### src/rtl/mnist_layer_scheduler.sv
`default_nettype none
// ============================================================================
// Module   : mnist_layer_scheduler
// Brief    : Launches each network layer in order behind a per-layer watchdog,
//            then scans the final digit scores for the winning class.
// Revision : 1.0 - initial release
// ============================================================================
module mnist_layer_scheduler #(
    parameter int NUM_LAYERS     = 3,
    parameter int NUM_CLASSES    = 10,
    parameter int SCORE_W        = 16,
    parameter int TIMEOUT_CYCLES = 2000000
) (
    input  logic                           clk,
    input  logic                           rst,
    input  logic                           start,
    output logic [NUM_LAYERS-1:0]          layer_start,
    input  logic [NUM_LAYERS-1:0]          layer_done,
    output logic                           buf_sel,
    input  logic [NUM_CLASSES*SCORE_W-1:0] digit_scores,
    output logic [3:0]                     predicted_digit,
    output logic [SCORE_W-1:0]             max_score,
    output logic                           busy,
    output logic                           done,
    output logic                           timeout
);

    localparam int c_LW     = (NUM_LAYERS > 1) ? $clog2(NUM_LAYERS) : 1;
    localparam int c_WDOG_W = $clog2(TIMEOUT_CYCLES + 1);

    localparam logic [c_LW-1:0]       c_LAST_LAYER = c_LW'(NUM_LAYERS - 1);
    localparam logic [3:0]            c_LAST_IDX   = 4'(NUM_CLASSES - 1);
    localparam logic [NUM_LAYERS-1:0] c_LAYER_ONE  = NUM_LAYERS'(1);
    localparam logic [c_WDOG_W-1:0]   c_WDOG_MAX   = c_WDOG_W'(TIMEOUT_CYCLES);
    localparam logic [c_WDOG_W:0]     c_WDOG_LIMIT = (c_WDOG_W + 1)'(TIMEOUT_CYCLES);

    localparam logic [2:0] S_IDLE   = 3'd0;
    localparam logic [2:0] S_LAUNCH = 3'd1;
    localparam logic [2:0] S_WAIT   = 3'd2;
    localparam logic [2:0] S_ARGMAX = 3'd3;
    localparam logic [2:0] S_DONE   = 3'd4;
    localparam logic [2:0] S_ERR    = 3'd5;

    logic [2:0]            r_state;
    logic [c_LW-1:0]       r_layer;
    logic [c_WDOG_W-1:0]   r_wdog;
    logic [3:0]            r_idx;
    logic [NUM_LAYERS-1:0] r_layer_start;
    logic                  r_buf_sel;
    logic [3:0]            r_best;
    logic [SCORE_W-1:0]    r_max;
    logic                  r_busy;
    logic                  r_done;
    logic                  r_timeout;

    logic [c_LW-1:0]       w_next_layer;
    logic [c_WDOG_W:0]     w_wdog_inc;
    logic                  w_wdog_hit;
    logic [SCORE_W-1:0]    w_score;

    assign w_next_layer = r_layer + 1'b1;
    assign w_wdog_inc   = {1'b0, r_wdog} + 1'b1;
    assign w_wdog_hit   = (w_wdog_inc >= c_WDOG_LIMIT);
    assign w_score      = digit_scores[r_idx*SCORE_W +: SCORE_W];

    always_ff @(posedge clk) begin
        if (rst) begin
            r_state       <= S_IDLE;
            r_layer       <= '0;
            r_wdog        <= '0;
            r_idx         <= '0;
            r_layer_start <= '0;
            r_buf_sel     <= 1'b0;
            r_best        <= '0;
            r_max         <= '0;
            r_busy        <= 1'b0;
            r_done        <= 1'b0;
            r_timeout     <= 1'b0;
        end else begin
            r_layer_start <= '0;
            case (r_state)
                S_IDLE, S_DONE: begin
                    if (start) begin
                        r_state       <= S_LAUNCH;
                        r_layer       <= '0;
                        r_buf_sel     <= 1'b0;
                        r_busy        <= 1'b1;
                        r_done        <= 1'b0;
                        r_layer_start <= c_LAYER_ONE;
                    end
                end
                S_LAUNCH: begin
                    // The launch-pulse cycle is elapsed cycle 1 of this layer's budget.
                    r_wdog  <= c_WDOG_W'(1);
                    r_state <= S_WAIT;
                end
                S_WAIT: begin
                    if (layer_done[r_layer]) begin
                        r_buf_sel <= ~r_buf_sel;
                        if (r_layer == c_LAST_LAYER) begin
                            r_state <= S_ARGMAX;
                            r_idx   <= '0;
                            r_max   <= '0;
                            r_best  <= '0;
                        end else begin
                            r_layer       <= w_next_layer;
                            r_layer_start <= c_LAYER_ONE << w_next_layer;
                            r_state       <= S_LAUNCH;
                        end
                    end else if (w_wdog_hit) begin
                        r_state   <= S_ERR;
                        r_timeout <= 1'b1;
                        r_busy    <= 1'b0;
                    end else if (r_wdog != c_WDOG_MAX) begin
                        r_wdog <= r_wdog + 1'b1;
                    end
                end
                S_ARGMAX: begin
                    // >= lets a later equal score take over, so ties pick the highest index.
                    if (w_score >= r_max) begin
                        r_max  <= w_score;
                        r_best <= r_idx;
                    end
                    if (r_idx == c_LAST_IDX) begin
                        r_state <= S_DONE;
                        r_done  <= 1'b1;
                        r_busy  <= 1'b0;
                    end else begin
                        r_idx <= r_idx + 1'b1;
                    end
                end
                S_ERR: begin
                    r_timeout <= 1'b1;
                    r_busy    <= 1'b0;
                    r_done    <= 1'b0;
                end
                default: r_state <= S_IDLE;
            endcase
        end
    end

    assign layer_start     = r_layer_start;
    assign buf_sel         = r_buf_sel;
    assign predicted_digit = r_best;
    assign max_score       = r_max;
    assign busy            = r_busy;
    assign done            = r_done;
    assign timeout         = r_timeout;

endmodule
`default_nettype wire

### config.mk
export PLATFORM = sky130hd
export DESIGN_NAME = mnist_layer_scheduler
export DESIGN_NICKNAME = d
export VERILOG_FILES = /design/src/rtl/mnist_layer_scheduler.sv
export SDC_FILE = /design/constraint.sdc
export NUM_CORES = 1
export LEC_CHECK = 0
export CAP_MARGIN = 20
export CORE_MARGIN = 2
export CORE_UTILIZATION = 46
export CTS_BUF_LIST = sky130_fd_sc_hd__clkbuf_4 sky130_fd_sc_hd__clkbuf_8
export DETAILED_ROUTE_END_ITERATION = 10
export GPL_TIMING_DRIVEN = 0
export PLACE_DENSITY_LB_ADDON = 0.05
export SLEW_MARGIN = 10
export SYNTH_ARGS = -nofsm -noshare
export SYNTH_HDL_FRONTEND = slang
export SYNTH_SLANG_ARGS = --single-unit
### constraint.sdc
create_clock -name clk -period 6.1 [get_ports clk]
set_input_delay 0.61 -clock clk [delete_from_list [all_inputs] [get_ports clk]]
set_output_delay 0.61 -clock clk [all_outputs]
set_load 0.05 [all_outputs]
==> impl_metrics.csv, run 1 <==
group,metric,value,unit
power,p_leak,2.55,nW
critical_path,end_kind,"flop",
timing,fmax,194,MHz
cells_and_area,final-instance-count-excl-fill,907,
timing,tightest_slew,0.821,ns
timing,rsz0062_at_grt,"false",
timing,fin_worst_skew,0.0113,ns
power,pwr-share-clk,0.366,
clock_network,root_buffer,"clkbuf_8",
cells_and_area,layout_common_cells,"clkdlybuf4s50_1, dfxtp_1, nand2_1, clkbuf_1, nor2_1",
cells_and_area,area_delta_synth_final,47.3,%
grt,grt_overflow_total,0,
critical_path,crit_start,"r_idx[0]$_SDFFE_PP0P_",
cells_and_area,post-route-util,0.700,
synth,yosys_most_used_dff,"dfxtp_1",
clock_network,post-cts-setup-buffer-count,0,
timing,finalSetupTns,0,ns
power,cellPowerDensity,155,mW/mm²
grt,antenna_found_initial,0,
clock_network,cts_resized,0,
timing,fin_crit_sh,0.844,
die,dieWidth,107,µm
detailed_routing,via_per_inst,6.05,
synth,syn_area,0.00491,mm²
power,swShare,0.278,
placed_design,gp_congestion,0.977,
detailed_routing,firstDrtPassIters,7,
placed_design,dp_slack,1.04,ns
cells_and_area,drive_gt1_frac,0.108,
timing,drv_slew,0,
die,die-area,0.0115,mm²
synth,ys_top_cells_by_area,"dfxtp_1, mux4_2, ha_1",
clock_network,clock_sinks,57,
critical_path,required,6.32,ns
synth,syn_area_per_cell,8.71,µm²
synth,synth_cells,563,
placed_design,dpl.hpwl,15100,µm
critical_path,cp_max_fo,10,
clock_network,insertion_delay,0.34,ns
run_status,status,"finished, final reports clean",
timing,timing_hold_violations_final,0,
synth,synth_top_area_share,0.233,
power,internal-power,0.000811,W
cells_and_area,nets,956,
timing,relSlewSlack,0.453,
critical_path,critPathKind,"reg -> reg",
cells_and_area,final_common_cell,"clkdlybuf4s50_1",
worst_hold_path,hp-class,"reg -> reg",
cells_and_area,antenna_cells,0,
critical_path,rrSetupSlack,0.95,ns
critical_path,startpoint_type,"flop",
synth,yosysUniqueCellTypes,56,
synth,async_flop_share,0,
job,cap_violations,0,
die,start_util,0.475,
grt,grt_pass1_wl,29100,µm
die,die_h,107,µm
timing,hold_slack,0.481,ns
synth,syn_nets,753,
detailed_routing,drc,0,
grt,grt_max_degree,11,
detailed_routing,vias,5486,
power,p_switching,0.000313,W
detailed_routing,drtAntennaViolNets,0,
synth,yosysWarnings,0,
clock_network,htreeDepth,3,
clock_network,cts_buffers,9,
grt,grtUsageTotal,0.331,
placed_design,dp.cells,891,
detailed_routing,wirelength,18400,µm
clock_network,clkTransAtPathRegs,0.07,ns
power,seqPwrFrac,0.344,
timing,period_needed,5.15,ns
detailed_routing,wl_per_cell,20.3,µm
power,combinationalPowerShare,0.290,
critical_path,worstReg2RegStart,"r_idx[0]$_SDFFE_PP0P_",
synth,synth_seq_cells,57,
clock_network,cts_tree,"done",
timing,finalWorstSetupSlack,0.949,ns
critical_path,worstPathArrival,5.37,ns
timing,final-setup-viol-count,0,
die,row_count,37,
synth,synth_edf_count,0,
detailed_routing,drtIter0Drc,468,
synth,ys_seq_area_frac,0.233,
grt,grt_pass1_vias,5554,
die,io_pins,193,
worst_hold_path,min_from,"predicted_digit[0]$_SDFFE_PP0P_",
clock_network,cts_hold_buf,0,
power,ir_worst_vdd,0.000125,V
synth,yosysTopAreaCell,"dfxtp_1",
die,core,0.0103,mm²
clock_network,clk_path_buf_depth,2,
placed_design,io_buffer_count,192,
==> synthesized netlist by cell type, types with 2 or more instances <==
| master | n |
|---|---|
| dfxtp_1 | 57 |
| clkbuf_1 | 34 |
| o311ai_0 | 5 |
| nor2_1 | 34 |
| nand3_1 | 18 |
| mux4_2 | 32 |
| xnor2_1 | 4 |
| buf_2 | 7 |
| a211oi_1 | 5 |
| nand4b_1 | 3 |
| a22oi_1 | 19 |
| and3_1 | 7 |
| or4_1 | 5 |
| a21o_1 | 8 |
| a22o_1 | 2 |
| inv_1 | 28 |
| o21ai_0 | 11 |
| buf_1 | 4 |
| or3_1 | 7 |
| a221o_1 | 2 |
| nor3_1 | 10 |
| or2_2 | 4 |
| o31ai_1 | 7 |
| o211ai_1 | 9 |
| nand2b_1 | 27 |
| a31oi_1 | 5 |
| nor4_1 | 9 |
| o2bb2ai_1 | 16 |
| nand4_1 | 11 |
| and2_1 | 3 |
| nor2b_1 | 4 |
| nor3b_1 | 4 |
| a211o_1 | 3 |
| nand2_1 | 48 |
| a21oi_1 | 28 |
| ha_1 | 24 |
| mux2_2 | 18 |
| mux2i_1 | 23 |
==> logic make-up after synthesis <==
kind of cell,share of synthesized area
adder cells (fa/ha/maj),0.0612
buffers and inverters,0.0584
XOR/XNOR,0.00714
flip-flops,0.233
AND/OR/NAND/NOR,0.219
multiplexers,0.235
AO/OA/AOI/OAI,0.187
==> worst max-delay path, cell delays in order, from the launching register on <==
cell       delay [ns]
dfxtp_1          0.37
clkbuf_1         0.41
buf_1            0.66
clkbuf_1         0.57
mux2_2           0.41
a22oi_1          0.34
o2bb2ai_1        0.18
ha_1             0.33
a21o_1           0.16
a21o_1           0.17
a21oi_1          0.16
o211ai_1         0.13
nand3_1          0.16
clkbuf_1         0.59
mux2_2           0.40
==> path summary, 6_finish.rpt <==
kind                                                        end  cells after the start
worst max-delay path                  max_score[0]$_SDFFE_PP0P_                     14
worst min-delay path            predicted_digit[0]$_SDFFE_PP0P_                      2
worst min register to register  predicted_digit[0]$_SDFFE_PP0P_                      2
worst max register to register        max_score[0]$_SDFFE_PP0P_                     14
==> area by class of cell <==
type | count | area, µm²
plain buffers | 45 | 178
clock buffers | 11 | 151
clock inverters | 5 | 77.6
fillers | 838 | 3100
inverters | 29 | 109
multi-input cells | 432 | 3480
flip-flops and latches | 57 | 1140
well taps | 136 | 170
repair buffers | 192 | 1920
==> metal layers <==
metal  up-vias  part of all wire  track usage
met5         -                 0            0
met4         0             0.025       0.0918
met3        40              0.10       0.0854
met2       295              0.45        0.522
met1      2615              0.43        0.448
li1       2536                 -            -
==> stage by stage <==
| step | total power (W) | cell area, µm² |
|---|---|---|
| global route | 0.00117 | 7230 |
| global placement | 0.000710 | 7000 |
| CTS | 0.00113 | 7230 |
| floorplan | 0.000553 | 4910 |
| finish | 0.00112 | 7230 |
| detailed placement | 0.000716 | 7000 |
==> power by group through the flow <==
stage | Sequential [W] | Combinational [W] | Clock, W
final | 0.000387 | 0.000326 | 0.000411
after detailed placement | 0.000395 | 0.000320 | 0
after CTS | 0.000387 | 0.000323 | 0.000416
after floorplan | 0.000404 | 0.000150 | 0
after global routing | 0.000388 | 0.000350 | 0.000434
after global placement | 0.000395 | 0.000315 | 0
==> sequential cells by signal, indices dropped and copies added, names as in the netlist <==
register	count
busy	1
max_score	16
r_state	3
timeout	1
layer_start	3
buf_sel	1
r_layer	2
predicted_digit	4
done	1
r_wdog	21
r_idx	4
No activity file was read; power rests on OpenSTA's default activity.
==> run 2: changes to the inputs <==
--- a/config.mk
+++ b/config.mk
@@ -7,7 +7,7 @@
 export LEC_CHECK = 0
 export CAP_MARGIN = 20
 export CORE_MARGIN = 2
-export CORE_UTILIZATION = 46
+export CORE_UTILIZATION = 41
 export CTS_BUF_LIST = sky130_fd_sc_hd__clkbuf_4 sky130_fd_sc_hd__clkbuf_8
 export DETAILED_ROUTE_END_ITERATION = 10
 export GPL_TIMING_DRIVEN = 0
==> constraint.sdc (replaced) <==
create_clock -name clk -period 4.7 [get_ports clk]
set_input_delay 0.47 -clock clk [delete_from_list [all_inputs] [get_ports clk]]
set_output_delay 0.47 -clock clk [all_outputs]
set_load 0.05 [all_outputs]
==> run 2 against run 1 <==
Net effect: die area grew 12%; register-to-register slack got worse by 0.67 ns; combinational power rose by 29%; clock skew is 0.0035 ns lower; routed wire length is 0.65% higher; final cell count is 0.77% higher; worst setup slack worse by 0.67 ns; cell area decreased by 0.68%; core utilization shrank 7.9 points; largest cell class unchanged; highest routed layer unchanged.
==> impl_metrics.csv, run 2 (synthesis gave the netlist of run 1 again) <==
group,metric,value,unit
timing,fin_worst_skew,0.00786,ns
critical_path,worstPathArrival,4.67,ns
cells_and_area,post-route-util,0.621,
job,cap_violations,0,
detailed_routing,drtAntennaViolNets,0,
grt,grt_pass1_wl,28200,µm
critical_path,end_kind,"flop",
clock_network,cts_tree,"done",
die,start_util,0.424,
detailed_routing,wl_per_cell,20.3,µm
cells_and_area,layout_common_cells,"clkdlybuf4s50_1, dfxtp_1, nand2_1, nor2_1",
cells_and_area,final_common_cell,"clkdlybuf4s50_1",
placed_design,dp.cells,898,
grt,grt_pass1_vias,5312,
timing,tightest_slew,0.767,ns
worst_hold_path,min_from,"predicted_digit[3]$_SDFFE_PP0P_",
placed_design,dpl.hpwl,15200,µm
clock_network,clk_path_buf_depth,2,
power,p_leak,2.54,nW
critical_path,required,4.95,ns
clock_network,insertion_delay,0.35,ns
detailed_routing,firstDrtPassIters,5,
critical_path,rrSetupSlack,0.28,ns
cells_and_area,area_delta_synth_final,46.3,%
run_status,status,"finished, final reports clean",
critical_path,critPathKind,"reg -> reg",
timing,rsz0062_at_grt,"true",
power,ir_worst_vdd,0.000189,V
clock_network,cts_hold_buf,0,
cells_and_area,fin_area,0.00718,mm²
detailed_routing,drtIter0Drc,504,
detailed_routing,vias,5346,
placed_design,gp_congestion,0.967,
cells_and_area,nets,956,
timing,timing_hold_violations_final,0,
clock_network,clkTransAtPathRegs,0.07,ns
die,die-area,0.0129,mm²
timing,final-setup-viol-count,0,
timing,period_needed,4.42,ns
clock_network,clock_sinks,57,
clock_network,htreeDepth,3,
detailed_routing,via_per_inst,5.85,
grt,antenna_found_initial,0,
critical_path,startpoint_type,"flop",
timing,relSlewSlack,0.489,
cells_and_area,drive_gt1_frac,0.113,
die,core,0.0116,mm²
critical_path,reg2reg_depth,14,
timing,fin_crit_sh,0.940,
clock_network,root_buffer,"clkbuf_8",
die,die_h,113,µm
worst_hold_path,hold-path-endpoint,"predicted_digit[3]$_SDFFE_PP0P_",
cells_and_area,antenna_cells,0,
placed_design,placed_cell_area,0.00701,mm²
critical_path,worstReg2RegStart,"r_idx[0]$_SDFFE_PP0P_",
critical_path,cp_max_fo,10,
die,io_pins,193,
detailed_routing,drc,0,
cells_and_area,final-instance-count-excl-fill,914,
worst_hold_path,hold_depth,2,
power,cellPowerDensity,186,mW/mm²
worst_hold_path,hp-class,"reg -> reg",
clock_network,cts_buffers,9,
grt,grt_overflow_total,0,
timing,drv_slew,0,
cells_and_area,fill_cells,1005,
cells_and_area,max_flop_register,"r_wdog",
grt,grt_max_degree,11,
timing,fmax,226,MHz
placed_design,io_buffer_count,192,
grt,grtUsageTotal,0.286,
die,dieWidth,113,µm
die,row_count,39,
detailed_routing,wirelength,18500,µm
critical_path,r2r_end,"max_score[0]$_SDFFE_PP0P_",
cells_and_area,largest_reg_flops,21,
run 2: changes by cell type in the layout (fill, tap and decap cells not counted):
cell,previous run,this run
clkbuf_4,0,3
buf_1,4,2
buf_2,7,9
bufinv_16,2,0
clkbuf_1,34,32
clkbuf_2,0,2
clkbuf_8,11,9
clkinv_2,2,4
clkinvlp_4,1,0
run 2: worst max path at each step:
stage / startpoint / to / slack (ns) / cells after the start
after floorplan: r_idx[0]$_SDFFE_PP0P_ / max_score[0]$_SDFFE_PP0P_ / 0.61 / 15
after global placement: r_idx[0]$_SDFFE_PP0P_ / max_score[0]$_SDFFE_PP0P_ / -0.22 / 15
after detailed placement: r_idx[0]$_SDFFE_PP0P_ / max_score[0]$_SDFFE_PP0P_ / -0.27 / 15
after CTS: r_idx[0]$_SDFFE_PP0P_ / max_score[0]$_SDFFE_PP0P_ / 0.02 / 14
after global routing: r_idx[0]$_SDFFE_PP0P_ / max_score[0]$_SDFFE_PP0P_ / -0.05 / 14
final: r_idx[0]$_SDFFE_PP0P_ / max_score[0]$_SDFFE_PP0P_ / 0.28 / 14
run 2: routing by layer:
metal	part of all wire	vias to the layer above	global-route usage
met1	0.44	2529	0.388
li1	-	2538	-
met2	0.46	255	0.455
met4	0.017	0	0.0707
met3	0.086	24	0.0776
met5	0	-	0
run 2: timing repair:
| item | in CTS | in global routing |
|---|---|---|
| resized for setup | 2 | 5 |
| buffers inserted | 0 | 0 |
| cloned | 0 | 0 |
| endpoints found under the setup margin | 20 | 20 |
run 2: area by class of cell:
type,instances,area [µm²],share of cell area
inverters,29,109,0.0152
clock inverters,4,20.0,0.00279
well taps,143,179,0.0249
repair buffers,192,1920,0.268
clock buffers,12,146,0.0204
flip-flops and latches,57,1140,0.159
multi-input cells,432,3480,0.485
plain buffers,45,183,0.0254
run 2: power breakdown:
part           internal, W  leakage (nW)  switching [W]  total, W
sequential        0.000493         0.460     0.00000954  0.000503
clock             0.000205        0.0942       0.000205  0.000410
combinational     0.000234          1.99       0.000187  0.000421
run 2: worst max-delay path: stages, from the launching register on:
cell	delay [ns]
dfxtp_1	0.37
clkbuf_1	0.40
buf_2	0.40
clkbuf_1	0.52
mux2_2	0.40
a22oi_1	0.30
o2bb2ai_1	0.17
ha_1	0.32
a21o_1	0.16
a21o_1	0.16
a21oi_1	0.14
o211ai_1	0.12
nand3_1	0.13
clkbuf_2	0.33
mux2_2	0.37
run 2: through the flow:
stage,power (W),setup TNS (ns),setup slack (ns),hold slack [ns]
6_report,0.00133,0,0.280,0.480
3_5_place_dp,0.000929,-2.19,-0.266,0.472
5_1_grt,0.00140,-0.0516,-0.0516,0.503
3_3_place_gp,0.000921,-0.995,-0.224,0.462
4_1_cts,0.00134,0,0.0203,0.487
2_1_floorplan,0.000718,0,0.614,0.458
==> run 3: changes to the inputs <==
--- a/config.mk
+++ b/config.mk
@@ -7,7 +7,7 @@
 export LEC_CHECK = 0
 export CAP_MARGIN = 20
 export CORE_MARGIN = 2
-export CORE_UTILIZATION = 41
+export CORE_UTILIZATION = 46
 export CTS_BUF_LIST = sky130_fd_sc_hd__clkbuf_4 sky130_fd_sc_hd__clkbuf_8
 export DETAILED_ROUTE_END_ITERATION = 10
 export GPL_TIMING_DRIVEN = 0
==> constraint.sdc (replaced) <==
create_clock -name clk -period 4.91 [get_ports clk]
set_input_delay 0.491 -clock clk [delete_from_list [all_inputs] [get_ports clk]]
set_output_delay 0.491 -clock clk [all_outputs]
set_load 0.05 [all_outputs]
==> run 3 against run 2 <==
Net effect: non-clock buffer count stayed put; largest cell class unchanged; power is 4.7% higher; global-route usage is 4.5 points higher; clock skew is 0.0031 ns higher; core utilization is 8.0 points higher; register-to-register slack better by 0.02 ns; sequential power is 4.6% lower.
==> impl_metrics.csv, run 3 (synthesis gave the netlist of run 1 again) <==
group,metric,value,unit
run_status,status,"finished, final reports clean",
detailed_routing,wirelength,18400,µm
cells_and_area,final_common_cell,"clkdlybuf4s50_1",
timing,period_needed,4.61,ns
cells_and_area,max_flop_register,"r_wdog",
critical_path,end_kind,"flop",
power,p_total,0.00140,W
critical_path,cp-endpoint,"max_score[0]$_SDFFE_PP0P_",
critical_path,required,5.13,ns
timing,finalWorstSetupSlack,0.297,ns
grt,grt_overflow_total,0,
cells_and_area,nets,956,
worst_hold_path,hp-class,"reg -> reg",
critical_path,startpoint_type,"flop",
die,io_pins,193,
critical_path,reg2reg_depth,14,
die,die_h,107,µm
power,cellPowerDensity,193,mW/mm²
die,core,0.0103,mm²
detailed_routing,wl_per_cell,20.2,µm
clock_network,clkTransAtPathRegs,0.07,ns
timing,final-setup-viol-count,0,
detailed_routing,drtIter0Drc,468,
die,die-area,0.0115,mm²
timing,fmax,217,MHz
placed_design,gp_congestion,0.977,
critical_path,r2r_end,"max_score[0]$_SDFFE_PP0P_",
die,row_count,37,
grt,antenna_found_initial,0,
die,dieWidth,107,µm
clock_network,cts_hold_buf,0,
critical_path,crit_start,"r_idx[0]$_SDFFE_PP0P_",
timing,relSlewSlack,0.449,
clock_network,clk_path_buf_depth,2,
critical_path,cp_max_fo,10,
critical_path,critPathKind,"reg -> reg",
timing,finalSetupTns,0,ns
detailed_routing,firstDrtPassIters,5,
power,p_leak,2.56,nW
detailed_routing,vias,5474,
grt,grtUsageTotal,0.331,
cells_and_area,layout_common_cells,"clkdlybuf4s50_1, dfxtp_1, nand2_1, nor2_1",
grt,grt_pass1_wl,29100,µm
placed_design,dp_slack,-0.149,ns
placed_design,dpl.hpwl,15100,µm
timing,hold_slack,0.482,ns
critical_path,rrSetupSlack,0.30,ns
critical_path,worstReg2RegStart,"r_idx[0]$_SDFFE_PP0P_",
clock_network,clock_sinks,57,
grt,grt_pass1_vias,5554,
detailed_routing,drc,0,
grt,grt_max_degree,11,
timing,rsz0062_at_grt,"false",
detailed_routing,via_per_inst,6.04,
clock_network,cts_buffers,9,
clock_network,htreeDepth,3,
clock_network,root_buffer,"clkbuf_8",
cells_and_area,largest_reg_flops,21,
placed_design,io_buffer_count,192,
power,ir_worst_vdd,0.000155,V
critical_path,worstPathArrival,4.84,ns
cells_and_area,drive_gt1_frac,0.113,
timing,timing_hold_violations_final,0,
job,cap_violations,0,
cells_and_area,final-instance-count-excl-fill,907,
die,start_util,0.475,
cells_and_area,area_delta_synth_final,47.4,%
cells_and_area,antenna_cells,0,
timing,fin_worst_skew,0.0109,ns
placed_design,dp.cells,891,
detailed_routing,drtAntennaViolNets,0,
timing,tightest_slew,0.827,ns
timing,fin_crit_sh,0.940,
timing,drv_slew,0,
clock_network,insertion_delay,0.34,ns
clock_network,cts_tree,"done",
run 3: changes by cell type in the layout (fill, tap and decap cells not counted):
cell / before / now
clkbuf_4: 3 / 0
clkinv_2: 4 / 2
clkinvlp_4: 0 / 1
bufinv_16: 0 / 2
clkbuf_8: 9 / 11
run 3: how the worst min path moves through the flow:
stage / start / to / slack (ns) / cells after the start
2_1_floorplan: r_wdog[20]$_SDFFE_PP0P_ / r_wdog[20]$_SDFFE_PP0P_ / 0.46 / 1
3_3_place_gp: buf_sel$_SDFFE_PP0P_ / buf_sel$_SDFFE_PP0P_ / 0.46 / 1
3_5_place_dp: predicted_digit[0]$_SDFFE_PP0P_ / predicted_digit[0]$_SDFFE_PP0P_ / 0.47 / 2
4_1_cts: predicted_digit[0]$_SDFFE_PP0P_ / predicted_digit[0]$_SDFFE_PP0P_ / 0.48 / 2
5_1_grt: buf_sel$_SDFFE_PP0P_ / buf_sel$_SDFFE_PP0P_ / 0.50 / 1
6_report: predicted_digit[0]$_SDFFE_PP0P_ / predicted_digit[0]$_SDFFE_PP0P_ / 0.48 / 2
run 3: critical path, stage by stage, from the launching register on:
cell and delay [ns]:
dfxtp_1 0.36, clkbuf_1 0.40, buf_2 0.42, clkbuf_1 0.56, mux2_2 0.41, a22oi_1 0.34, o2bb2ai_1 0.18, ha_1 0.33
a21o_1 0.16, a21o_1 0.17, a21oi_1 0.16, o211ai_1 0.13, nand3_1 0.16, clkbuf_2 0.34, mux2_2 0.37
run 3: layout make-up:
class                           count  area (µm²)
Buffer                             45         183
Clock buffer                       11         151
Timing Repair Buffer              192        1920
Tap cell                          136         170
Fill cell                         838        3090
Multi-Input combinational cell    432        3480
Inverter                           29         109
Clock inverter                      5        77.6
Sequential cell                    57        1140
run 3: timing repair:
| item | 4_1_cts | 5_1_grt |
|---|---|---|
| endpoints found under the setup margin | 11 | 20 |
| endpoints found under the hold margin | 0 | 0 |
| gates resized for setup | 2 | 4 |
| setup buffers | 0 | 0 |
| cloned | 0 | 0 |
run 3: per-stage QoR:
stage,area (µm²),util
after floorplan,4910,-
after global placement,7000,0.678
after detailed placement,7000,0.678
after CTS,7230,0.700
after global routing,7230,0.701
final,7230,0.701
run 3: where the power goes:
group | internal (W) | switching [W] | total (W)
clock network | 0.000312 | 0.000199 | 0.000511
registers | 0.000472 | 0.00000866 | 0.000480
logic | 0.000224 | 0.000181 | 0.000405
total | 0.00101 | 0.000389 | 0.00140
run 3: metal layers:
| metal | vias up | share of wire | global-route usage |
|---|---|---|---|
| li1 | 2537 | - | - |
| met1 | 2613 | 0.43 | 0.448 |
| met2 | 284 | 0.44 | 0.522 |
| met3 | 40 | 0.099 | 0.0854 |
| met4 | 0 | 0.026 | 0.0918 |
| met5 | - | 0 | 0 |
